==> src/rtl/req_latch4.sv <==
// Four-channel request conditioner: synchronize, debounce, and latch raw
// button inputs into sticky encoder requests with a one-cycle press strobe.
module req_latch4 #(
    parameter int DB_CYCLES = 4,
    parameter int CNT_W     = 3
) (
    input  logic clk,
    input  logic rst,
    input  logic b1,
    input  logic b2,
    input  logic b3,
    input  logic b4,
    input  logic clr,
    output logic i1,
    output logic i2,
    output logic i3,
    output logic i4,
    output logic press,
    output logic valid
);

    localparam logic [CNT_W-1:0] CNT_MAX = CNT_W'(DB_CYCLES - 1);

    logic [3:0]       raw;
    logic [3:0]       s1;
    logic [3:0]       s2;
    logic [3:0]       db;
    logic [3:0]       db_nxt;
    logic [3:0]       rise;
    logic [3:0]       lat;
    logic [3:0]       lat_nxt;
    logic [CNT_W-1:0] cnt     [4];
    logic [CNT_W-1:0] cnt_nxt [4];

    assign raw = {b4, b3, b2, b1};

    // Rise is taken from the next debounced level so the latch bit and the
    // strobe land on the same edge that the debounced level flips.
    always_comb begin
        for (int n = 0; n < 4; n++) begin
            db_nxt[n]  = db[n];
            cnt_nxt[n] = '0;
            if (s2[n] != db[n]) begin
                if (cnt[n] == CNT_MAX) begin
                    db_nxt[n] = s2[n];
                end else begin
                    cnt_nxt[n] = cnt[n] + CNT_W'(1);
                end
            end
        end
        rise = db_nxt & ~db;
    end

    // A press arriving together with clr survives the clear.
    always_comb begin
        lat_nxt = lat | rise;
        if (clr) begin
            lat_nxt = rise;
        end
    end

    always_ff @(posedge clk) begin
        if (rst) begin
            s1    <= '0;
            s2    <= '0;
            db    <= '0;
            lat   <= '0;
            press <= 1'b0;
            for (int n = 0; n < 4; n++) begin
                cnt[n] <= '0;
            end
        end else begin
            s1    <= raw;
            s2    <= s1;
            db    <= db_nxt;
            lat   <= lat_nxt;
            press <= |rise;
            for (int n = 0; n < 4; n++) begin
                cnt[n] <= cnt_nxt[n];
            end
        end
    end

    assign i1    = lat[0];
    assign i2    = lat[1];
    assign i3    = lat[2];
    assign i4    = lat[3];
    assign valid = |lat;

endmodule

==> config.mk <==
export PLATFORM = sky130hd
export DESIGN_NAME = req_latch4
export DESIGN_NICKNAME = d
export VERILOG_FILES = /design/src/rtl/req_latch4.sv
export SDC_FILE = /design/constraint.sdc
export NUM_CORES = 1
export LEC_CHECK = 0
export ABC_AREA = 1
export ABC_CLOCK_PERIOD_IN_PS = 1400
export CAP_MARGIN = 20
export CORE_ASPECT_RATIO = 0.75
export CORE_MARGIN = 2
export CORE_UTILIZATION = 35
export DETAILED_ROUTE_END_ITERATION = 12
export SETUP_SLACK_MARGIN = 0.2
export SYNTH_ARGS = -nofsm -noshare
export SYNTH_HDL_FRONTEND = slang
export SYNTH_SLANG_ARGS = --single-unit
export TNS_END_PERCENT = 30
==> constraint.sdc <==
create_clock -name clk -period 1.4 [get_ports clk]
set_input_delay 0.35 -clock clk [delete_from_list [all_inputs] [get_ports clk]]
set_output_delay 0.35 -clock clk [all_outputs]
set_load 0.1 [all_outputs]
==> results of run 1 <==
-- sequential cells by signal, summed over array words and instances, names as in the netlist --
name and cells:
db 4, s2 4, cnt 12, s1 4
lat 4, press 1
-- power breakdown --
part	internal (mW)	total (mW)	switching, mW
clock	0.400	0.695	0.295
sequential	0.832	0.840	0.00753
combinational	0.0308	0.0575	0.0267
-- metrics by stage --
stage,hold WS (ns),instance area (µm²),std cells,utilization (%)
final,0.401,1450,185,49.8
after global routing,0.416,1450,185,49.8
after CTS,0.403,1450,185,49.8
after detailed placement,0.395,1310,174,45.0
after global placement,0.390,1310,174,45.0
after floorplan,0.388,1080,125,-
-- routing by layer --
| layer | global-route usage, % | routed length, µm |
|---|---|---|
| met2 | 20.3 | 798 |
| met5 | 0 | 0 |
| met3 | 6.71 | 94 |
| met1 | 13.0 | 756 |
| met4 | 10.2 | 53 |
-- critical path, stage by stage (launching register included) --
cell	delay, ns
dfxtp_4	0.35
nor2_4	0.12
nand2_4	0.06
buf_12	0.16
-- path summary, 6_finish.rpt --
check | slack, ns | from | to
worst max-delay path | 0.08 | lat[3] | valid
worst min-delay path | 0.40 | s1[1] | s2[1]
worst max register to register | 0.23 | cnt[1][0] | press
worst min register to register | 0.40 | s1[1] | s2[1]
-- synthesized netlist by cell type --
cell type / number
a211oi_1: 2
a21oi_1: 10
a21oi_2: 2
buf_4: 1
buf_6: 1
dfxtp_1: 29
ha_1: 8
inv_1: 23
nand2_1: 11
nand3_1: 4
nor2_1: 34
-- cell type report --
cell class	instances	share of cell area (%)
Timing Repair Buffer	16	16.2
Inverter	23	5.95
Clock buffer	8	6.21
Sequential cell	29	41.2
Multi-Input combinational cell	71	27.2
Tap cell	38	3.28
-- kinds of logic (layout without fill, tap and decap cells) --
group	count (synthesis)	count (layout)	synth area share [%]
fa+ha+maj	8	8	9.47
simple gates	49	49	17.9
buf+inv	25	47	9.94
flops	29	29	54.9
compound gates	14	14	7.81
-- timing repair --
item	4_1_cts	5_1_grt
endpoints found under the setup margin	1	10
buffers inserted	3	0
pin swaps	1	0
gates resized for setup	4	0
==> impl_metrics.env, run 1 <==
export IMPL_status="complete, no violations"
export IMPL_h_tree_depth=2
export IMPL_rows=17
export IMPL_avgSynthCellArea_um2=8.46
export IMPL_synthToLayoutAreaGrowth_pct=37.2
export IMPL_core_area_um2=2910
export IMPL_drcViolationCount=0
export IMPL_synth_seq_area_share_pct=54.9
export IMPL_synth_top_area_share_pct=54.9
export IMPL_vdd_drop_max_mv=0.647
export IMPL_regArea_um2=597
export IMPL_fin_skew_ns=0.00680
export IMPL_setup_violations=0
export IMPL_place_ws_ns=0.0326
export IMPL_max_cap_viol_count=0
export IMPL_yosysTopAreaCell="dfxtp_1"
export IMPL_ys_ff_latch=29
export IMPL_syn_nets=140
export IMPL_multiInputGateArea_um2=394
export IMPL_crit_path_start_kind="flip-flop"
export IMPL_ant_nets=0
export IMPL_cts_root_buf="clkbuf_8"
export IMPL_die_h_um=51.6
export IMPL_clock_sinks=29
export IMPL_ys_warn_count=0
export IMPL_layout_commonest_cell="nor2_1"
export IMPL_viasPerCell=4.20
export IMPL_worstSetupEndpointType="output port"
export IMPL_port_buffers=12
export IMPL_vias=777
export IMPL_wl_per_cell_um=9.20
export IMPL_diodes=0
export IMPL_synthTopCellsByArea="dfxtp_1 55%, nor2_1 12%, ha_1 9.5%"
export IMPL_hpwl_mm=1.25
export IMPL_insertion_delay_ns=0.28
export IMPL_fin_nets=161
export IMPL_fin_setup_tns_ns=0
export IMPL_max_slew_margin_rel_pct=87.2
export IMPL_start_util_pct=36.3
export IMPL_synth_cell_types=11
export IMPL_layout_common_cells="32 x nor2_1, 24 x dfxtp_1, 23 x inv_1"
export IMPL_die_area_um2=3480
export IMPL_slew_violations=0
export IMPL_crit_arrival_ns=0.97
export IMPL_synthCells=125
export IMPL_clk_pin_slew_ns=0.06
export IMPL_cp_required_ns=1.05
export IMPL_cts_buffer_depth=2
export IMPL_die_w_um=67.5
export IMPL_critPathMaxFanout=2
export IMPL_drt_wl_total_mm=1.70
export IMPL_worst_slack_ns=0.0829
export IMPL_synth_area_um2=1060
export IMPL_first_pass_iters=4
export IMPL_grt_start_max_net_pins=22
export IMPL_routabilityCongestion=0.661
export IMPL_drt_iter0_drc=20
export IMPL_hold_viol=0
export IMPL_min_period_ns=1.32
export IMPL_reg2reg_depth=6
export IMPL_holdCritPathClass="flip-flop to flip-flop"
export IMPL_power_mw=1.59
export IMPL_p_per_area_nw_per_um2=1100
export IMPL_fin_crit_sh_pct=94.1
export IMPL_grt_usage_pct=13.0
export IMPL_pin_count=13
export IMPL_drive_gt1_share_pct=17.7
export IMPL_grt_pass1_vias=762
export IMPL_p_leak_nw=0.621
export IMPL_grt_pass1_wl_mm=3.06
export IMPL_hold_path_depth=2
export IMPL_worst_pin_slew_ns=0.191
export IMPL_n_fill_cell=272
export IMPL_rsz0062_at_grt="true"
export IMPL_cts_tree="yes"
export IMPL_antenna_found_initial=0
export IMPL_gr_total_overflow=0
export IMPL_numCtsBuffers=5
export IMPL_max_freq_mhz=759
export IMPL_ctsHoldBuffers=0
export IMPL_critPathKind="flip-flop to output port"
Power figures use the tool's default switching activity.
==> run 2: changes to the inputs <==
--- a/config.mk
+++ b/config.mk
@@ -12,7 +12,9 @@
 export CORE_MARGIN = 2
 export CORE_UTILIZATION = 35
 export DETAILED_ROUTE_END_ITERATION = 12
+export PLACE_DENSITY = 0.57
 export SETUP_SLACK_MARGIN = 0.2
+export SLEW_MARGIN = 15
 export SYNTH_ARGS = -nofsm -noshare
 export SYNTH_HDL_FRONTEND = slang
 export SYNTH_SLANG_ARGS = --single-unit
==> impl_metrics.env, run 2 (synthesis gave the netlist of run 1 again) <==
export IMPL_status="complete, no violations"
export IMPL_grt_start_max_net_pins=22
export IMPL_drcViolationCount=0
export IMPL_largest_register_ffs=12
export IMPL_p_per_area_nw_per_um2=1050
export IMPL_gr_total_overflow=0
export IMPL_stdcell_count=185
export IMPL_die_area_um2=3480
export IMPL_grt_usage_pct=13.1
export IMPL_cp_num_buf_inv=1
export IMPL_crit_path_start_kind="flip-flop"
export IMPL_die_w_um=67.5
export IMPL_place_ws_ns=0.0310
export IMPL_max_freq_mhz=763
export IMPL_cts_tree="yes"
export IMPL_holdWs_ns=0.396
export IMPL_drive_gt1_share_pct=17.7
export IMPL_multiInputGateArea_um2=394
export IMPL_fin_nets=162
export IMPL_antenna_found_initial=0
export IMPL_cts_root_buf="clkbuf_8"
export IMPL_core_area_um2=2910
export IMPL_grt_pass1_wl_mm=3.18
export IMPL_rows=17
export IMPL_crit_family="flip-flops"
export IMPL_ctsHoldBuffers=0
export IMPL_cp_required_ns=1.05
export IMPL_layout_common_cells="32 x nor2_1, 24 x dfxtp_1, 23 x inv_1"
export IMPL_h_tree_depth=2
export IMPL_drt_wl_total_mm=1.77
export IMPL_worst_slack_ns=0.0891
export IMPL_wl_per_cell_um=9.57
export IMPL_first_pass_iters=4
export IMPL_fin_skew_ns=0.00339
export IMPL_pin_count=13
export IMPL_max_slew_margin_rel_pct=85.2
export IMPL_regArea_um2=597
export IMPL_crit_arrival_ns=0.96
export IMPL_layout_commonest_cell="nor2_1"
export IMPL_drt_iter0_drc=24
export IMPL_hold_viol=0
export IMPL_fin_setup_tns_ns=0
export IMPL_top_register="cnt"
export IMPL_crit_slowest_cell="dfxtp_4"
export IMPL_fin_crit_sh_pct=93.6
export IMPL_worstSetupEndpointType="output port"
export IMPL_rsz0062_at_grt="true"
export IMPL_hpwl_mm=1.28
export IMPL_path_cells="nor2_4 -> nand2_4 -> buf_12"
export IMPL_power_mw=1.51
export IMPL_cts_buffer_depth=2
export IMPL_holdCritPathClass="flip-flop to flip-flop"
export IMPL_grt_pass1_vias=761
export IMPL_vias=787
export IMPL_ant_nets=0
export IMPL_synthToLayoutAreaGrowth_pct=36.1
export IMPL_setup_violations=0
export IMPL_port_buffers=12
export IMPL_vdd_drop_max_mv=0.665
export IMPL_start_util_pct=36.3
export IMPL_p_leak_nw=0.619
export IMPL_routabilityCongestion=0.641
export IMPL_critPathKind="flip-flop to output port"
export IMPL_slew_violations=0
export IMPL_slowest_delay_ns=0.35
export IMPL_place_inst=174
export IMPL_max_cap_viol_count=0
export IMPL_insertion_delay_ns=0.27
export IMPL_worst_pin_slew_ns=0.221
export IMPL_min_period_ns=1.31
export IMPL_n_fill_cell=266
export IMPL_clk_pin_slew_ns=0.06
export IMPL_viasPerCell=4.25
export IMPL_die_h_um=51.6
export IMPL_clock_sinks=29
export IMPL_critPathMaxFanout=3
export IMPL_diodes=0
export IMPL_numCtsBuffers=5
[run 2: power breakdown]
group,total [mW],switching (mW),internal [mW]
sequential,0.840,0.00794,0.832
combinational,0.0578,0.0270,0.0308
clock,0.615,0.281,0.334
[run 2: worst reg2reg max path: stages, from the launching register on]
cell and delay, ns:
dfxtp_1 0.31, ha_1 0.19, ha_1 0.22, nand3_1 0.14, nand2_1 0.07, nor2_1 0.09
nor2_1 0.05
[run 2: layout make-up]
class	count	area share, %
Multi-Input combinational cell	71	27.4
Sequential cell	29	41.5
Clock inverter	1	0.261
Inverter	23	6.00
Tap cell	38	3.30
Timing Repair Buffer	17	16.5
Clock buffer	6	5.04
[run 2: repair_timing]
action,4_1_cts,5_1_grt
setup buffers,2,2
pin swaps,1,2
endpoints found under the setup margin,1,10
resized for setup,4,2
[run 2: worst paths after layout]
path	cells past startpoint	start	slack (ns)	end
max	3	lat[3]	0.09	valid
min	2	s1[3]	0.40	s2[3]
max reg2reg	6	cnt[1][0]	0.22	press
min reg2reg	2	s1[3]	0.40	s2[3]
[run 2: routing by layer]
| metal | track usage [%] | wire length [µm] | up-vias |
|---|---|---|---|
| met1 | 14.1 | 776 | 347 |
| met2 | 20.4 | 860 | 14 |
| met4 | 8.16 | 48 | 0 |
| met5 | 0 | 0 | - |
| met3 | 6.71 | 86 | 4 |
| li1 | - | - | 422 |
[run 2: through the flow]
stage	util, %	cell area [µm²]
2_1_floorplan	-	1080
3_3_place_gp	45.0	1310
3_5_place_dp	45.0	1310
4_1_cts	48.6	1420
5_1_grt	49.4	1440
6_report	49.4	1440
==> run 3: changes to the inputs <==
--- a/config.mk
+++ b/config.mk
@@ -9,10 +9,11 @@
 export ABC_CLOCK_PERIOD_IN_PS = 1400
 export CAP_MARGIN = 20
 export CORE_ASPECT_RATIO = 0.75
-export CORE_MARGIN = 2
+export CORE_MARGIN = 4
 export CORE_UTILIZATION = 35
 export DETAILED_ROUTE_END_ITERATION = 12
 export PLACE_DENSITY = 0.57
+export RECOVER_POWER = 50
 export SETUP_SLACK_MARGIN = 0.2
 export SLEW_MARGIN = 15
 export SYNTH_ARGS = -nofsm -noshare
==> impl_metrics.env, run 3 (synthesis gave the netlist of run 1 again) <==
export IMPL_n_fill_cell=257
export IMPL_insertion_delay_ns=0.27
export IMPL_worst_pin_slew_ns=0.386
export IMPL_crit_slowest_cell="dfxtp_4"
export IMPL_use_met1_pct=10.7
export IMPL_fin_setup_tns_ns=0
export IMPL_gr_usage_met3_pct=4.33
export IMPL_core_area_um2=2740
export IMPL_synthToLayoutAreaGrowth_pct=37.0
export IMPL_fin_skew_ns=0.00442
export IMPL_reg2reg_to="press"
export IMPL_largest_register_ffs=12
export IMPL_crit_arrival_ns=0.96
export IMPL_clock_sinks=29
export IMPL_cp_num_buf_inv=1
export IMPL_drcViolationCount=0
export IMPL_antenna_found_initial=0
export IMPL_p_leak_nw=0.625
export IMPL_min_period_ns=1.31
export IMPL_hold_viol=0
export IMPL_cts_root_buf="clkbuf_8"
export IMPL_port_buffers=12
export IMPL_timing_rr_start="cnt[1][0]"
export IMPL_r2r_slack_ns=0.24
export IMPL_vdd_drop_max_mv=0.673
export IMPL_multiInputGateArea_um2=390
export IMPL_top_register="cnt"
export IMPL_rsz0062_at_grt="true"
export IMPL_hold_path_depth=2
export IMPL_p_per_area_nw_per_um2=1210
export IMPL_grt_pass1_vias=749
export IMPL_wl_per_cell_um=8.84
export IMPL_crit_start="lat[3]"
export IMPL_fin_nets=163
export IMPL_die_area_um2=3970
export IMPL_clk_pin_slew_ns=0.06
export IMPL_h_tree_depth=2
export IMPL_drive_gt1_share_pct=16.8
export IMPL_layout_common_cells="32 x nor2_1, 24 x dfxtp_1, 23 x inv_1"
export IMPL_critPathKind="flip-flop to output port"
export IMPL_max_cap_viol_count=0
export IMPL_grt_start_max_net_pins=10
export IMPL_hpwl_mm=1.25
export IMPL_die_h_um=55.6
export IMPL_final_area_um2=1450
export IMPL_routabilityCongestion=0.711
export IMPL_critPathMaxFanout=2
export IMPL_die_w_um=71.5
export IMPL_diodes=0
export IMPL_worstSetupEndpointType="output port"
export IMPL_grt_util_met2_pct=14.4
export IMPL_slew_violations=0
export IMPL_drt_wl_total_mm=1.64
export IMPL_layout_commonest_cell="nor2_1"
export IMPL_viasPerCell=4.22
export IMPL_max_freq_mhz=761
export IMPL_status="complete, no violations"
export IMPL_path_cells="nor2_4 -> nand2_4 -> buf_12"
export IMPL_crit_path_start_kind="flip-flop"
export IMPL_grt_pass1_wl_mm=2.93
export IMPL_place_inst=175
export IMPL_crit_family="flip-flops"
export IMPL_ant_nets=0
export IMPL_regArea_um2=597
export IMPL_gr_total_overflow=0
export IMPL_grt_usage_pct=9.76
export IMPL_finish_utilization_pct=52.8
export IMPL_cts_tree="yes"
export IMPL_placed_area_um2=1320
export IMPL_ctsHoldBuffers=0
export IMPL_max_slew_margin_rel_pct=74.2
export IMPL_numCtsBuffers=5
export IMPL_cp_required_ns=1.05
export IMPL_fin_crit_sh_pct=93.9
export IMPL_hold_end="s2[0]"
export IMPL_pin_count=13
export IMPL_start_util_pct=38.5
export IMPL_rows=16
export IMPL_stdcell_count=185
export IMPL_vias=781
export IMPL_slowest_delay_ns=0.35
export IMPL_setup_violations=0
export IMPL_reg2reg_depth=6
export IMPL_min_from="s1[0]"
export IMPL_grt_busiest_layer="met2"
export IMPL_drt_iter0_drc=19
export IMPL_first_pass_iters=4
export IMPL_holdCritPathClass="flip-flop to flip-flop"
export IMPL_cts_buffer_depth=2
[run 3: final cells by class]
class / count / share of cell area (%)
clock buffers: 7 / 5.96
flip-flops and latches: 29 / 41.2
multi-input cells: 71 / 26.9
repair buffers: 18 / 14.8
inverters: 23 / 5.96
well taps: 36 / 3.11
clock inverters: 1 / 2.07
[run 3: worst min-delay path, cell delays in order (launching register included)]
cell and delay, ns:
dfxtp_1 0.29, inv_1 0.04, nor2_1 0.03
[run 3: how the worst max path moves through the flow]
| stage | endpoint | slack [ns] | cells past startpoint |
|---|---|---|---|
| after global routing | valid | 0.03 | 3 |
| final | valid | 0.09 | 3 |
| after detailed placement | cnt[0][0] | 0.10 | 5 |
| after global placement | cnt[0][1] | 0.12 | 5 |
| after CTS | valid | 0.06 | 3 |
| after floorplan | valid | 0.14 | 2 |
[run 3: stage by stage]
stage / power (mW) / setup WS [ns] / hold slack (ns)
3_3_place_gp: 0.916 / 0.116 / 0.389
5_1_grt: 1.84 / 0.0349 / 0.422
2_1_floorplan: 0.890 / 0.144 / 0.388
6_report: 1.76 / 0.0855 / 0.398
4_1_cts: 1.80 / 0.0630 / 0.400
3_5_place_dp: 0.918 / 0.100 / 0.395
[run 3: per-layer routing]
metal	vias to the layer above	share of wire [%]
li1	425	-
met1	334	45
met2	15	45
met3	7	6.2
met4	0	3.6
met5	-	0
[run 3: what timing repair did]
item	4_1_cts	5_1_grt
setup endpoints to repair	1	9
pin swaps	2	0
setup buffers	2	0
gates resized for setup	4	0
[run 3: where the power goes]
| part | leakage (nW) | internal, mW | switching, mW |
|---|---|---|---|
| combinational | 0.327 | 0.0284 | 0.0266 |
| clock | 0.0585 | 0.579 | 0.285 |
| sequential | 0.239 | 0.832 | 0.00736 |
| total | 0.625 | 1.44 | 0.319 |
